$ cat src/rtl/conway_pkg.sv
// Shared definitions for the Life datapath: neighbour bit positions and
// the window generator state encoding.
package conway_pkg;

    localparam int NB_NW = 0;
    localparam int NB_N  = 1;
    localparam int NB_NE = 2;
    localparam int NB_W  = 3;
    localparam int NB_E  = 4;
    localparam int NB_SW = 5;
    localparam int NB_S  = 6;
    localparam int NB_SE = 7;

    typedef enum logic [1:0] {
        FILL,
        STREAM,
        FLUSH
    } window_state_t;

endpackage

$ cat src/rtl/cell_window_shift.sv
// Serial-in shift register with parallel taps. taps[0] is the incoming cell and
// taps[j] the cell shifted in j enables ago, i.e. the contents as they will be after the edge.
module cell_window_shift #(
    parameter int LEN = 11
) (
    input  logic           clk,
    input  logic           reset,
    input  logic           en,
    input  logic           din,
    output logic [LEN-1:0] taps
);

    logic [LEN-2:0] sr;

    // NOTE: the register is cleared on reset so that no cell from an abandoned
    // frame can ever be shifted into a window.
    always_ff @(posedge clk) begin
        if (reset) begin
            sr <= '0;
        end else if (en) begin
            // NOTE: non-blocking, so every stage takes its neighbour's pre-edge value.
            sr <= {sr[LEN-3:0], din};
        end
    end

    assign taps = {sr, din};

endmodule

$ cat src/rtl/neighbour_window.sv
// Raster-order Life window generator: emits each cell with its eight
// zero-padded neighbours, WIDTH+1 cells behind the input stream.
module neighbour_window
    import conway_pkg::*;
#(
    parameter int WIDTH  = 16,
    parameter int HEIGHT = 16
) (
    input  logic       clk,
    input  logic       reset,
    input  logic       in_valid,
    output logic       in_ready,
    input  logic       in_cell,
    output logic       out_valid,
    input  logic       out_ready,
    output logic       out_center,
    output logic [7:0] out_neighbours,
    output logic       out_last
);

    localparam int N   = WIDTH * HEIGHT;
    localparam int LEN = 2 * WIDTH + 3;
    localparam int CW  = $clog2(WIDTH);
    localparam int RW  = $clog2(HEIGHT);
    localparam int KW  = $clog2(N);

    window_state_t  state, state_nxt;
    logic [KW-1:0]  in_cnt;
    logic [CW-1:0]  out_col;
    logic [RW-1:0]  out_row;
    logic [LEN-1:0] taps;
    logic           can_load, load, accept, shift_en, din;
    logic           first_col, last_col, first_row, last_row;
    logic [7:0]     nb_raw, nb_masked;
    logic           unused_taps;

    assign can_load = !out_valid || out_ready;
    assign accept   = in_valid && in_ready;
    assign shift_en = (state == FILL && in_valid) || load;
    assign din      = (state == FLUSH) ? 1'b0 : in_cell;

    // NOTE: every output of this block gets a default first, so no path can
    // leave one unassigned and infer a latch.
    always_comb begin
        state_nxt = state;
        in_ready  = 1'b0;
        load      = 1'b0;
        unique case (state)
            FILL: begin
                in_ready = 1'b1;
                if (in_valid && in_cnt == KW'(WIDTH))
                    state_nxt = STREAM;
            end
            STREAM: begin
                in_ready = can_load;
                load     = in_valid && can_load;
                if (load && in_cnt == KW'(N - 1))
                    state_nxt = FLUSH;
            end
            FLUSH: begin
                // Once the final window sits in the register nothing more is loaded.
                load = can_load && !(out_valid && out_last);
                if (out_valid && out_last && out_ready)
                    state_nxt = FILL;
            end
            default: state_nxt = FILL;
        endcase
    end

    always_ff @(posedge clk) begin
        if (reset) begin
            state  <= FILL;
            in_cnt <= '0;
        end else begin
            state <= state_nxt;
            if (accept)
                in_cnt <= (in_cnt == KW'(N - 1)) ? '0 : in_cnt + KW'(1);
        end
    end

    cell_window_shift #(.LEN(LEN)) u_shift (
        .clk   (clk),
        .reset (reset),
        .en    (shift_en),
        .din   (din),
        .taps  (taps)
    );

    assign unused_taps = ^taps;

    // taps[0] is SE of the cell being loaded; centre sits WIDTH+1 behind it.
    always_comb begin
        nb_raw        = '0;
        nb_raw[NB_NW] = taps[2*WIDTH+2];
        nb_raw[NB_N]  = taps[2*WIDTH+1];
        nb_raw[NB_NE] = taps[2*WIDTH];
        nb_raw[NB_W]  = taps[WIDTH+2];
        nb_raw[NB_E]  = taps[WIDTH];
        nb_raw[NB_SW] = taps[2];
        nb_raw[NB_S]  = taps[1];
        nb_raw[NB_SE] = taps[0];
    end

    assign first_col = (out_col == '0);
    assign last_col  = (out_col == CW'(WIDTH - 1));
    assign first_row = (out_row == '0);
    assign last_row  = (out_row == RW'(HEIGHT - 1));

    // Row-0 masking also hides whatever the previous frame left in the register.
    always_comb begin
        nb_masked = nb_raw;
        if (first_col) begin
            nb_masked[NB_NW] = 1'b0;
            nb_masked[NB_W]  = 1'b0;
            nb_masked[NB_SW] = 1'b0;
        end
        if (last_col) begin
            nb_masked[NB_NE] = 1'b0;
            nb_masked[NB_E]  = 1'b0;
            nb_masked[NB_SE] = 1'b0;
        end
        if (first_row) begin
            nb_masked[NB_NW] = 1'b0;
            nb_masked[NB_N]  = 1'b0;
            nb_masked[NB_NE] = 1'b0;
        end
        if (last_row) begin
            nb_masked[NB_SW] = 1'b0;
            nb_masked[NB_S]  = 1'b0;
            nb_masked[NB_SE] = 1'b0;
        end
    end

    always_ff @(posedge clk) begin
        if (reset) begin
            out_col <= '0;
            out_row <= '0;
        end else if (load) begin
            if (last_col) begin
                out_col <= '0;
                out_row <= last_row ? '0 : out_row + RW'(1);
            end else begin
                out_col <= out_col + CW'(1);
            end
        end
    end

    always_ff @(posedge clk) begin
        if (reset) begin
            out_valid      <= 1'b0;
            out_center     <= 1'b0;
            out_neighbours <= '0;
            out_last       <= 1'b0;
        end else if (load) begin
            out_valid      <= 1'b1;
            out_center     <= taps[WIDTH+1];
            out_neighbours <= nb_masked;
            out_last       <= last_row && last_col;
        end else if (out_ready) begin
            out_valid <= 1'b0;
            out_last  <= 1'b0;
        end
    end

endmodule
$ cat config.mk
export PLATFORM = sky130hd
export DESIGN_NAME = neighbour_window
export DESIGN_NICKNAME = d
export VERILOG_FILES = /design/src/rtl/conway_pkg.sv /design/src/rtl/cell_window_shift.sv /design/src/rtl/neighbour_window.sv
export SDC_FILE = /design/constraint.sdc
export NUM_CORES = 1
export LEC_CHECK = 0
export CAP_MARGIN = 20
export CORE_AREA = 2 2 99 101
export DETAILED_ROUTE_END_ITERATION = 8
export DIE_AREA = 0 0 101 103
export PLACE_DENSITY = 0.51
export SLEW_MARGIN = 20
export SYNTH_ARGS = -nofsm -noshare
export SYNTH_HDL_FRONTEND = slang
export SYNTH_HIERARCHICAL = 1
export SYNTH_SLANG_ARGS = --single-unit
$ cat constraint.sdc
create_clock -name clk -period 5.3 [get_ports clk]
set_clock_uncertainty 0.1 [all_clocks]
set_input_delay 0.53 -clock clk [delete_from_list [all_inputs] [get_ports clk]]
set_output_delay 0.53 -clock clk [all_outputs]
set_load 0.005 [all_outputs]
### Word-level counts from Yosys, hierarchy flattened

Index checks and enable logic that the tools add are counted.

* bits in registers: 63
* word-level logic and storage cells: 61

* reduce and logical (&&, ||, !) cells: 19
* add/sub/neg operators: 3
* equality and inequality tests: 9
* muxes and demuxes: 21

Operators with widths (number)
* $mux W1: 10
* $logic_and A1 B1 Y1: 9
* $add A4 B1 Y4 const B: 2
* $add A8 B1 Y8 const B: 1
* $eq A4 B4 Y1 const B: 2
* $eq A8 B5 Y1 const B: 1
* $eq A8 B8 Y1 const B: 1
* $logic_not A4 Y1: 2
* $mux W4: 2
* $mux W8: 1
* $mux W2: 3
* $mux W3: 2
* $pmux W2 S3: 1
* $ne A2 B1 Y1 const B: 2
* $pmux W1 S2: 2
* $reduce_and A3 Y1: 1
* $eq A2 B1 Y1 const B: 1
* $eq A2 B2 Y1 const B: 1
* $logic_not A1 Y1: 2
* $logic_not A2 Y1: 1
* $logic_or A1 B1 Y1: 2
* $ne A2 B2 Y1 const B: 1
* $reduce_and A2 Y1: 1
* $reduce_bool A2 Y1: 1

### Longest topological paths before layout

* depth after elaboration: 6
* depth in mapped cells: 11
* mapped depth without buffers: 7

### By module

Netlist, hierarchy kept.

Modules (own cells, without submodules)
* neighbour_window: seq. area each 580.6 sq um, cells an instance 182, area each 1505.2 sq um, times used 1
* cell_window_shift: seq. area each 680.7 sq um, cells an instance 111, area each 1246.2 sq um, times used 1

### Worst setup path before layout

OpenSTA, ideal clock, no wires.

* path kind: flip-flop to flip-flop
* start: register state[0]
* end: register u_shift.sr[10]
* stages on the path, launching flop included: 12
* data arrival time: 2.095 ns
* setup slack: 2.988 ns
* setup time: 0.117 ns
* buffers on the path: 4
* cell sequence: dfxtp_1 -> inv_1 -> ha_1 -> a21boi_2 -> o211ai_1 -> clkbuf_1 -> clkbuf_1 -> nand2_1 -> buf_6 -> buf_12 -> mux2i_1 -> nor2_1

* cells in the longest elaborated chain, start to end: 3

Ends and longest elaborated chain
* from (decl): line neighbour_window.sv:27 `window_state_t state, state_nxt;`
* from (signal assigned): line neighbour_window.sv:75 `state <= state_nxt;`
* $eq A2 B2 Y1, or another cell as far along: line neighbour_window.sv:48 `unique case (state)`
* $pmux W1 S2 or $logic_and A1 B1 Y1 (tied branches): line neighbour_window.sv:48, neighbour_window.sv:39
* $logic_or A1 B1 Y1 *: line neighbour_window.sv:39 `assign shift_en = (state == FILL && in_valid) || load;`
* net shift_en: line neighbour_window.sv:32 `logic can_load, load, accept, shift_en, din;`
* to (signal assigned): line cell_window_shift.sv:22 `sr <= {sr[LEN-3:0], din};`
* to (decl): line cell_window_shift.sv:13 `logic [LEN-2:0] sr;`

Mark *: on every way through the listed nets, which the timed path passes. The rest lies on a longest branch.
A chain may end at the register's enable or synchronous reset.

### Worst setup path in the final report

* start: input out_ready
* end: output in_ready

* cells in the longest elaborated chain, start to end: 2

Ends and longest elaborated chain
* from (decl): line neighbour_window.sv:15 `input logic out_ready,`
* $logic_or A1 B1 Y1: line neighbour_window.sv:37 `assign can_load = !out_valid || out_ready;`
* $pmux W1 S2: line neighbour_window.sv:48
* to (decl): line neighbour_window.sv:12 `output logic in_ready,`

No other way between the ends.

==> metrics.csv <==
metric;value;unit
path_cells;clkdlybuf4s50_1 -> nand2b_1 -> a21oi_1 -> inv_2 -> clkdlybuf4s50_1;
io_buffers;16;
diodes;0;
clock.fmax;322;MHz
num_rows;36;
p_leak;0.00119;uW
critPathArrivalTime;2.48;ns
dpl_cell_area;0.00293;mm^2
async_flop_share;0;%
antenna_left;0;
cts_max_level;3;
dieArea;0.0104;mm^2
tightest_slew;1.03;ns
gp_congestion;0.737;
grt_first_pass_wirelength;8380;um
cp-end-kind;output pin;
critPathLaunchType;primary input;
grt_max_degree;62;
yosys.area.top_type;dfxtp_1;
cts_resized;0;
cts_tree;yes;
via_per_inst;4.73;
die_w;101;um
seq_area_frac_synth;45.8;%
vias;2005;
powerDensity;317;mW/mm^2
drtPass1Iterations;4;
wl_per_cell;12.0;um
maxCapViolCount;0;
fill_cells;1010;
synthesis.area;0.00275;mm^2
drc_errors;0;
reg2reg_setup_slack;2.66;ns
fin_crit_sh;58.7;%
antenna_found_initial;0;
hold-path-endpoint;out_neighbours[5]$_SDFFE_PP0P_;
clock_latency;0.35;ns
synth_edf_count;0;
start_util;29.1;%
timing.rr.end;u_shift/sr[6]$_SDFFE_PP0P_;
min_from;out_neighbours[5]$_SDFFE_PP0P_;
yosys_warnings;6;
ff2ff_path_depth;8;
finalSetupViolCount;0;
fin_setup_tns;0;ns
post_cts_buffers;0;
cp_max_fo;13;
slew_headroom;31.4;%
finalMaxSlewViolations;0;
hold_viol_final;0;
post-route-min-period;3.11;ns
r2r_start;state[0]$_SDFFE_PP0P_;
cts.sinks;63;
gr-total-overflow;0;
cts_root_buffer;clkbuf_8;
multi_input_area;0.00131;mm^2
area_growth;13.9;%
drt_iter0_drc;101;
critPathSlowestCell;a21oi_1;
hold_path_depth;2;
hold_buffers;0;
synth_most_common_cell;dfxtp_1;
routed_wl;5080;um
dp_hpwl;3250;um
rsz0062_at_grt;no;
grt.total_usage;10.4;%
status;finished clean;
ys_seq_elements;63;
ios;17;
syn_nets;307;
fin_area;0.00313;mm^2
synthFlopType;dfxtp_1;
synth_top_area_share;45.8;%
clkTransAtPathRegs;0.08;ns
nets;319;
holdCritPathClass;reg2reg;
path_delay_family;buffers and inverters;
peakVddDrop;0.000123;V
cpPeakStageDelay;0.71;ns
layout-drive-gt1-share;10.0;%
grt_pass1_vias;1804;
syn_avg_cell_area;9.39;um^2
synth_common_cells;dfxtp_1 (63), nor2_1 (41), mux2i_1 (35), a21oi_1 (24), nand2_1 (24);
whs;0.352;ns
coreArea;0.00946;mm^2
cts.path.max_buffers;2;
cp.buffers_inverters;3;
crit_required;4.67;ns
worstSetupPathType;in2out;
netlist_instances;293;
ys_types;44;
die_h;103;um
critPathMostFrequentCell;clkdlybuf4s50_1;
yosys-top-cells-area;dfxtp_1 (46%), mux2i_1 (13%), nor2_1 (5.6%);
numCtsBuffers;9;
seqCellArea;0.00126;mm^2
[cells in the final DEF (no fill, tap or decap), types with 3 or more instances in the layout]
master	n
dfxtp_1	63
nand3_1	15
a21oi_1	24
nand2_1	23
clkbuf_8	10
nand4_1	7
nor2_1	41
mux2_2	3
nor2b_1	4
ha_1	9
mux2i_1	35
o21ai_0	6
inv_1	12
or4_1	3
o31ai_1	4
clkdlybuf4s50_1	15
[where the power goes]
part	switching, uW	total [uW]	internal [uW]
Sequential	3.70	481	478
Combinational	48.7	84.4	35.7
Clock	197	428	231
Total	249	994	745
[through the flow]
stage / utilization, % / power, uW / instances / worst slack (ns)
floorplan: - / 573 / 293 / 2.99
global placement: 31.0 / 577 / 408 / 2.19
detailed placement: 31.0 / 577 / 408 / 2.20
CTS: 33.1 / 1010 / 424 / 2.17
global route: 33.1 / 1040 / 424 / 2.05
finish: 33.1 / 994 / 424 / 2.19
[how the worst max path moves through the flow]
| stage | startpoint | slack (ns) | depth (start not counted) | endpoint |
|---|---|---|---|---|
| 6_report | out_ready | 2.19 | 5 | in_ready |
| 5_1_grt | out_ready | 2.05 | 5 | in_ready |
| 4_1_cts | out_ready | 2.17 | 5 | in_ready |
| 3_5_place_dp | out_ready | 2.20 | 5 | in_ready |
| 3_3_place_gp | out_ready | 2.19 | 5 | in_ready |
| 2_1_floorplan | state[0]$_SDFFE_PP0P_ | 2.99 | 11 | u_shift/sr[10]$_SDFFE_PP0P_ |
[area by class of cell]
class / instances / area share, %
Clock buffer: 10 / 4.39
Clock inverter: 6 / 2.16
Inverter: 13 / 1.56
Multi-Input combinational cell: 200 / 41.7
Sequential cell: 63 / 40.2
Tap cell: 114 / 4.55
Timing Repair Buffer: 18 / 5.43
[layer usage]
| layer | up-vias | track usage, % | routed length (um) |
|---|---|---|---|
| li1 | 1045 | - | - |
| met1 | 922 | 12.7 | 2550 |
| met2 | 29 | 16.4 | 2250 |
| met3 | 9 | 4.20 | 204 |
| met4 | 0 | 4.05 | 71 |
| met5 | - | 0 | 0 |
[logic make-up after synthesis]
logic type	after synthesis	synth area share, %
and+or+nand+nor	107	18.3
AOI/OAI and AO/OA	46	11.1
adders and majority gates	9	4.09
DFF	63	45.8
muxes	38	14.0
buffers and inverters	30	6.78
[tightest hold or removal path: stages, from the launching register on]
cell     delay, ns
dfxtp_1       0.31
nand2_1       0.05
a21oi_1       0.05
[registers in the layout (all words and copies together) (netlist names)]
name	cells
in_cnt	8
out_last	1
out_center	1
state	2
out_neighbours	8
u_shift/sr	34
out_col	4
out_valid	1
out_row	4
No activity file was read; power rests on OpenSTA's default activity.
